## config.mk

```make
export PLATFORM = sky130hd
export DESIGN_NAME = board_row_fetcher
export DESIGN_NICKNAME = d
export VERILOG_FILES = /design/src/rtl/board_row_fetcher.sv
export SDC_FILE = /design/constraint.sdc
export NUM_CORES = 1
export LEC_CHECK = 0
export CORE_MARGIN = 8
export CORE_UTILIZATION = 52
export DETAILED_ROUTE_END_ITERATION = 12
export GPL_TIMING_DRIVEN = 1
export PLACE_DENSITY = 0.76
export SLEW_MARGIN = 0
export SYNTH_ARGS = -nofsm -noshare
export SYNTH_HDL_FRONTEND = slang
export SYNTH_SLANG_ARGS = --single-unit
```

## constraint.sdc

```tcl
create_clock -name Clk -period 3.6 [get_ports Clk]
set_input_delay 0.72 -clock Clk [delete_from_list [all_inputs] [get_ports Clk]]
set_output_delay 0.72 -clock Clk [all_outputs]
set_load 0.05 [all_outputs]
```

## src/rtl/board_row_fetcher.sv

```systemverilog
// board_row_fetcher
//   Arbitrates the single-port board RAM (ROWS x COLS cells, DATA_W bits each)
//   between two requesters:
//     - the display path (LD_Row/rowNum), which always wins and burst-reads a
//       whole row into a shadow buffer. The buffer is then published to Row in
//       one step, and rowReady pulses.
//     - the game logic, which gets single-cell reads and writes in the
//       remaining IDLE cycles.
//   Ports:
//     Clk, reset (synchronous, active-low)
//     LD_Row, rowNum                 : row-load request / row number
//     Row, rowReady, busy            : published row, publish pulse, activity
//     game_req/we/row/col/wdata      : game access request (held until gnt)
//     game_gnt, game_rvalid, game_rdata : grant (comb), read response
//     ram_addr, ram_we, ram_wdata, ram_rdata : RAM port (1-cycle read latency)
module board_row_fetcher #(
  parameter int COLS   = 10,
  parameter int ROWS   = 20,
  parameter int DATA_W = 16
) (
  input  logic                         Clk,
  input  logic                         reset,
  input  logic                         LD_Row,
  input  logic [7:0]                   rowNum,
  output logic [COLS-1:0][DATA_W-1:0]  Row,
  output logic                         rowReady,
  output logic                         busy,
  input  logic                         game_req,
  input  logic                         game_we,
  input  logic [4:0]                   game_row,
  input  logic [3:0]                   game_col,
  input  logic [DATA_W-1:0]            game_wdata,
  output logic                         game_gnt,
  output logic                         game_rvalid,
  output logic [DATA_W-1:0]            game_rdata,
  output logic [7:0]                   ram_addr,
  output logic                         ram_we,
  output logic [DATA_W-1:0]            ram_wdata,
  input  logic [DATA_W-1:0]            ram_rdata
);

  localparam int               COL_W    = $clog2(COLS);
  localparam logic [COL_W-1:0] COL_LAST = COL_W'(COLS - 1);
  localparam logic [7:0]       ROWS8    = 8'(ROWS);
  localparam logic [7:0]       COLS8    = 8'(COLS);

  typedef enum logic [1:0] {IDLE, FETCH, DRAIN} state_t;

  state_t                       state_reg, state_next;
  logic [COL_W-1:0]             col_reg, col_next;
  logic [7:0]                   row_reg, row_next;
  logic                         pend_reg, pend_next;
  logic [7:0]                   pend_row_reg, pend_row_next;
  logic [COLS-1:0][DATA_W-1:0]  shadow_reg;
  logic                         rd_valid_reg;
  logic                         rd_oor_reg;
  logic [DATA_W-1:0]            rdata_hold_reg;

  logic [7:0] ld_row_eff;
  logic       game_oor;

  function automatic logic [7:0] cell_addr(input logic [7:0] r, input logic [7:0] c);
    return 8'(r * COLS8 + c);
  endfunction

  // Out-of-range row numbers from the display side fold to row 0.
  assign ld_row_eff = (rowNum >= ROWS8) ? 8'd0 : rowNum;
  assign game_oor   = ({3'b0, game_row} >= ROWS8) || ({4'b0, game_col} >= COLS8);

  assign busy = (state_reg != IDLE) || pend_reg;

  always_comb begin
    state_next    = state_reg;
    col_next      = col_reg;
    row_next      = row_reg;
    pend_next     = pend_reg;
    pend_row_next = pend_row_reg;
    ram_addr      = 8'd0;
    ram_we        = 1'b0;
    ram_wdata     = '0;
    game_gnt      = 1'b0;

    case (state_reg)
      IDLE: begin
        if (pend_reg || LD_Row) begin
          // A waiting load is served first; a simultaneous new request
          // takes its place in the single-deep pending slot.
          if (pend_reg) begin
            row_next  = pend_row_reg;
            pend_next = LD_Row;
            if (LD_Row) pend_row_next = ld_row_eff;
          end else begin
            row_next = ld_row_eff;
          end
          ram_addr   = cell_addr(row_next, 8'd0);
          col_next   = COL_W'(1);
          state_next = FETCH;
        end else if (game_req && reset) begin
          game_gnt = 1'b1;
          if (!game_oor) begin
            ram_addr  = cell_addr({3'b0, game_row}, {4'b0, game_col});
            ram_we    = game_we;
            ram_wdata = game_wdata;
          end
        end
      end
      FETCH: begin
        ram_addr = cell_addr(row_reg, 8'(col_reg));
        if (col_reg == COL_LAST) begin
          state_next = DRAIN;
          col_next   = '0;
        end else begin
          col_next = col_reg + COL_W'(1);
        end
      end
      DRAIN: begin
        state_next = IDLE;
      end
      default: state_next = IDLE;
    endcase

    // Requests arriving while busy collapse into one pending load (latest wins).
    if (state_reg != IDLE && LD_Row) begin
      pend_next     = 1'b1;
      pend_row_next = ld_row_eff;
    end
  end

  always_ff @(posedge Clk) begin
    if (!reset) begin
      state_reg      <= IDLE;
      col_reg        <= '0;
      row_reg        <= 8'd0;
      pend_reg       <= 1'b0;
      pend_row_reg   <= 8'd0;
      shadow_reg     <= '0;
      Row            <= '0;
      rowReady       <= 1'b0;
      rd_valid_reg   <= 1'b0;
      rd_oor_reg     <= 1'b0;
      rdata_hold_reg <= '0;
    end else begin
      state_reg    <= state_next;
      col_reg      <= col_next;
      row_reg      <= row_next;
      pend_reg     <= pend_next;
      pend_row_reg <= pend_row_next;
      rowReady     <= (state_reg == DRAIN);

      // RAM data lags the address by one cycle, so a FETCH cycle with col=n
      // receives the word for col n-1.
      if (state_reg == FETCH) shadow_reg[col_reg - COL_W'(1)] <= ram_rdata;
      if (state_reg == DRAIN) begin
        shadow_reg[COLS-1] <= ram_rdata;
        Row                <= {ram_rdata, shadow_reg[COLS-2:0]};
      end

      rd_valid_reg <= game_gnt && !game_we;
      rd_oor_reg   <= game_oor;
      if (rd_valid_reg) rdata_hold_reg <= game_rdata;
    end
  end

  // Read data arrives from the RAM in the cycle after the grant; outside
  // that cycle the last returned value is held.
  assign game_rvalid = rd_valid_reg;
  assign game_rdata  = rd_valid_reg ? (rd_oor_reg ? '0 : ram_rdata) : rdata_hold_reg;

endmodule

```

* Yosys cells after proc, flatten, opt, wreduce, memory -nomap -nowiden *
Index checks and enable logic that the tools add are counted.

operators by class
  $add $sub $neg = 4
  reduce and logical (&&, ||, !) cells = 21
  order comparisons = 5
  equal/unequal tests = 5
  multiply operators = 3
  mux-type cells = 41

operators by type and width
  operator               count
  $bwmux W160            1
  $mux W160              1
  $mux W16               8
  $mux W8                12
  $demux W16 S4          1
  $add A8 B4 Y8          2
  $mul A8 B3 Y7 const B  2
  $pmux W8 S2            1
  $reduce_bool A2 Y1     7
  $mux W1                11
  $ge A8 B5 Y1 const B   1
  $mux W4                2
  $pmux W4 S2            1
  $reduce_and A2 Y1      4
  $mul A5 B3 Y7 const B  1
  $ge A5 B5 Y1 const B   1
  $lt A4 B5 Y1 const B   1
  $add A4 B1 Y4 const B  1
  $eq A4 B4 Y1 const B   1
  $ge A4 B1 Y1 const B   1
  $ge A4 B4 Y1 const B   1
  $logic_and A1 B1 Y1    4
  $mux W2                2
  $ne A2 B2 Y1 const B   2
  other kinds (8)        10

storage, ports and cells
  output and inout bits = 205
  register bits = 362

* Depth between registers and ports, before layout *
  depth in word-level cells = 8
  depth in mapped cells = 11
  gate-level depth less buffers = 10

* Least setup slack after synthesis *
OpenSTA, ideal clock, no wires.

  path kind = input port to output port
  from = in rowNum[7]
  to = out ram_addr[7]
  data arrival time = 3730 ps
  data required time = 2880 ps
  stages on the path = 10
  path buffers = 0
  setup slack = -850 ps
  cell sequence = nor3_1 nand3_1 o21ai_0 ha_1 ha_1 a21o_1 a21oi_1 xnor2_1 xnor2_1 o21ai_0

between the ends
  cells in the longest elaborated chain, start to end = 8

RTL lines
  what           line  RTL
  from (decl)    24    input logic [7:0] rowNum,
  $ge A8 B5 Y1   67    assign ld_row_eff = (rowNum >= ROWS8) ? 8'd0 : rowNum;
  $mux W8        67
  $mux W8        88    if (pend_reg) begin
  $mux W8        85    if (pend_reg || LD_Row) begin
  $mux W8        83    case (state_reg)
  $mul A8 B3 Y7  63    return 8'(r * COLS8 + c);
  $mux W8        85
  $pmux W8 S2    83
  to (decl)      36    output logic [7:0] ram_addr,

No other way between the ends. The select of a mux whose other input is x is not followed.

* Final worst setup path *
  from = in rowNum[6]
  to = out ram_addr[6]

Same word-level chain as after synthesis.

==> Implementation_results.wiki <==
{| class="wikitable"
! Metric !! Value
|-
| 1st-pass router iterations || 5
|-
| Count of mapped cells out of synthesis || 1535
|-
| Share of the yosys chip area belonging to registers || 51.2%
|-
| Setup_tns || -0.198 ns
|-
| Post-layout nets || 1887
|-
| Number of distinct library cells after synthesis || 48
|-
| Die area || 31300 um^2
|-
| Vertical die dimension || 177 um
|-
| Cell type contributing the most total cell area after synthesis || dfxtp_1
|-
| Avg Inst Size Synth || 8.76 um^2
|-
| CTS Buffer Depth || 3
|-
| Hold violation count in the final report || 0
|-
| Switching share of power || 23.2%
|-
| Result of the run || complete, but fails checks
|-
| DRC violation total after the first TritonRoute iteration || 867
|-
| Antenna violations before repair || 1
|-
| Final Critical Period || 3.70 ns
|-
| Post-layout instance count excluding filler cells || 2156
|-
| Total count of max-transition violations in the final report || 0
|-
| Clock skew || 0.0149 ns
|-
| Maximum level of the CTS H-tree || 2
|-
| Flip-flop and latch count after synthesis || 344
|-
| Number of vias in the routed layout || 11.4k
|-
| Portion of synthesized cell area occupied by the leading cell type || 51.2%
|-
| Clock Latency Late Sink || 0.51 ns
|-
| Maximum fanout along the worst path || 3
|-
| Number of maximum-capacitance violations || 0
|-
| Worst IR Drop VDD || 333 uV
|-
| Num ports || 259
|-
| Number of core rows || 59
|-
| Failing checks || negative setup slack
|-
| Number of buffers created by CTS || 34
|-
| Ys flop type || dfxtp_1
|-
| Portion of total power attributed to sequential cells || 48.2%
|-
| Arrival time at the worst endpoint || 2.98 ns
|-
| Share of post-route cells with drive strength above 1 || 13.0%
|-
| Cell seen most often among critical-path stages || buf_6
|-
| Kind of cell with the highest combined delay on the critical path || buffers and inverters
|-
| Setup slack after placement || -0.719 ns
|-
| Synthesized Nets || 1627
|-
| Wire length of the first global-routing pass || 60900 um
|-
| Share of the core filled with cells in the final layout || 71.8%
|-
| DIE WIDTH || 177 um
|-
| Via count of the first global-routing pass || 11.0k
|-
| Largest net degree at the start of global routing || 161
|-
| Flip-flop count of the largest register, all copies and words added || 160
|-
| TritonCTS clock tree || built
|-
| Slowest stage cell on the critical path || ha_4
|-
| Worst-margin pin slew || 0.905 ns
|-
| Setup repair after global routing missed its margin || true
|-
| Number of buffers inserted by port buffering || 258
|-
| Number of vias per cell || 5.29
|-
| Pint || 6160 uW
|-
| Number of design rule violations left after detail routing || 0
|-
| Warning count from the yosys run || 0
|-
| Critical Path End Type || output port
|-
| Synthesized cell area || 13400 um^2
|-
| Routed length per placed instance || 18.5 um
|-
| Leakage || 0.00713 uW
|-
| Fraction of registers with async set/reset || 0%
|-
| Cell types with the largest area share after synthesis || dfxtp_1 (51%), mux2i_1 (11%), nand2_1 (9.9%)
|-
| GRT Overall Usage || 24.4%
|-
| Placeable core region || 25700 um^2
|-
| Relative slew margins || 39.7%
|-
| Detailed-route wire length || 39900 um
|-
| CP cell instances || buf_6 > nor3_4 > buf_6 > buf_6 > nand3_2 > o21ai_2 > buf_6 > ha_1 > ha_4 > buf_4 > xor2_1 > nor2_1 > a211o_1 > buf_12
|-
| Period Utilization, post-route || 103%
|-
| Worst Hold Slack || 0.449 ns
|-
| Clock-pin slew on the worst setup and hold paths || 0.06 ns
|-
| Clock Sinks || 344
|-
| Syn-to-layout area delta || 37.1%
|-
| Worst path setup slack after routing || -0.103 ns
|-
| Required arrival time at the worst endpoint || 2.88 ns
|-
| Category of the worst setup path launch point || input port
|-
| Power Density || 435 nW/um^2
|-
| Global placement routability congestion || 0.810
|-
| Global-route congestion overflow total || 0
|-
| Count of antenna-violating nets left after detailed routing || 0
|-
| Combinational Power Share || 8.3%
|-
| Clk Tree Root Cell || clkbuf_16
|-
| Maximum clock frequency || 270 MHz
|-
| Class of the tightest hold or removal check || reg2reg
|-
| Clock group share of total power || 43.5%
|-
| Delay of the slowest critical-path stage || 0.30 ns
|-
| Setup Viol. Count Final || 2
|-
| Switch Pwr || 1860 uW
|-
| Initial cell density of the core || 52.3%
|-
| Category of the critical setup timing path || in2out
|-
| Count of flip-flops with a built-in enable after synthesis || 0
|-
| Placed cell count || 2061
|-
| HPWL after detailed placement || 24600 um
|-
| Bufs and invs on worst path || 6
|}
==> layer usage <==
layer	track usage [%]	vias to the layer above	share of wire (%)
met2	41.7	357	49
met4	6.55	0	2.0
met1	31.0	5449	43
met3	4.82	56	6.6
li1	-	5541	-
met5	0	-	0
==> per-stage QoR <==
step	cell area, um^2	power [uW]
finish	18400	8020
global route	18400	8280
CTS	18300	8030
detailed placement	16800	4560
global placement	16800	4550
floorplan	13500	4280
==> final timing paths <==
kind / start / end / slack (ns) / depth (start not counted)
hold / removal: shadow_reg[82]$_SDFFE_PN0P_ / Row[82]$_SDFFE_PN0P_ / 0.45 / 2
hold reg to reg: shadow_reg[82]$_SDFFE_PN0P_ / Row[82]$_SDFFE_PN0P_ / 0.45 / 2
setup / recovery: rowNum[6] / ram_addr[6] / -0.10 / 14
setup reg to reg: col_reg[0]$_SDFFE_PN0P_ / shadow_reg[7]$_SDFFE_PN0P_ / 0.76 / 6
==> cell usage in the layout, fill, tap and decap left out, types with 13 or more instances in the layout <==
cell and n:
nand2_1 355, dfxtp_1 342, clkdlybuf4s50_1 205, nor2_1 176
a21oi_1 175, mux2i_1 144, buf_4 68, buf_12 46
clkbuf_16 35, and2_1 34, inv_1 28, ha_1 24
o22ai_1 16, buf_6 13
==> power by group through the flow <==
stage	Sequential, uW	Combinational (uW)	Clock [uW]
global placement	3950	597	0
global route	3870	704	3710
CTS	3870	636	3530
floorplan	3940	344	0
detailed placement	3950	604	0
finish	3870	667	3490
==> worst register-to-register path, cell delays in order (launching register included) <==
cell and delay, ns:
dfxtp_1 0.62, inv_1 0.18, ha_1 0.33, o41ai_4 0.55, nand3_2 0.60, mux2i_1 0.39, nor2_1 0.07
==> synthesized netlist by cell type (6+ instances only) <==
cell	count
nand2_1	355
dfxtp_1	344
nor2_1	178
a21oi_1	177
mux2i_1	144
clkbuf_1	98
and2_1	34
ha_1	33
inv_1	31
o21ai_0	17
o22ai_1	16
buf_6	9
xor2_1	8
a22oi_1	7
nand3_1	7
xnor2_1	7
a21o_1	6
and3_1	6
buf_2	6
nor3_1	6
==> cell type report <==
| type | count | area (um^2) |
|---|---|---|
| clock inverters | 11 | 113 |
| clock buffers | 50 | 982 |
| well taps | 335 | 419 |
| diodes | 1 | 2.50 |
| fillers | 1912 | 7250 |
| repair buffers | 342 | 3700 |
| inverters | 32 | 128 |
| flip-flops and latches | 344 | 6890 |
| multi-input cells | 1041 | 6200 |
==> logic make-up (layout without fill, tap and decap cells) <==
family,count (synthesis),after routing,synth area share (%)
AO/OA/AOI/OAI,236,236,9.69
XOR/XNOR,17,17,1.31
adder cells (fa/ha/maj),38,38,3.82
buffers and inverters,150,435,4.87
flip-flops,344,344,51.2
multiplexers,144,144,10.7
other,0,1,0
AND/OR/NAND/NOR,606,606,18.4
==> repair_timing <==
item | 4_1_cts | 5_1_grt
hold buffers | 0 | 0
pin swaps | 26 | 9
endpoints found under the setup margin | 4 | 4
setup buffers | 28 | 6
resized for setup | 77 | 25
Power figures use the tool's default switching activity.
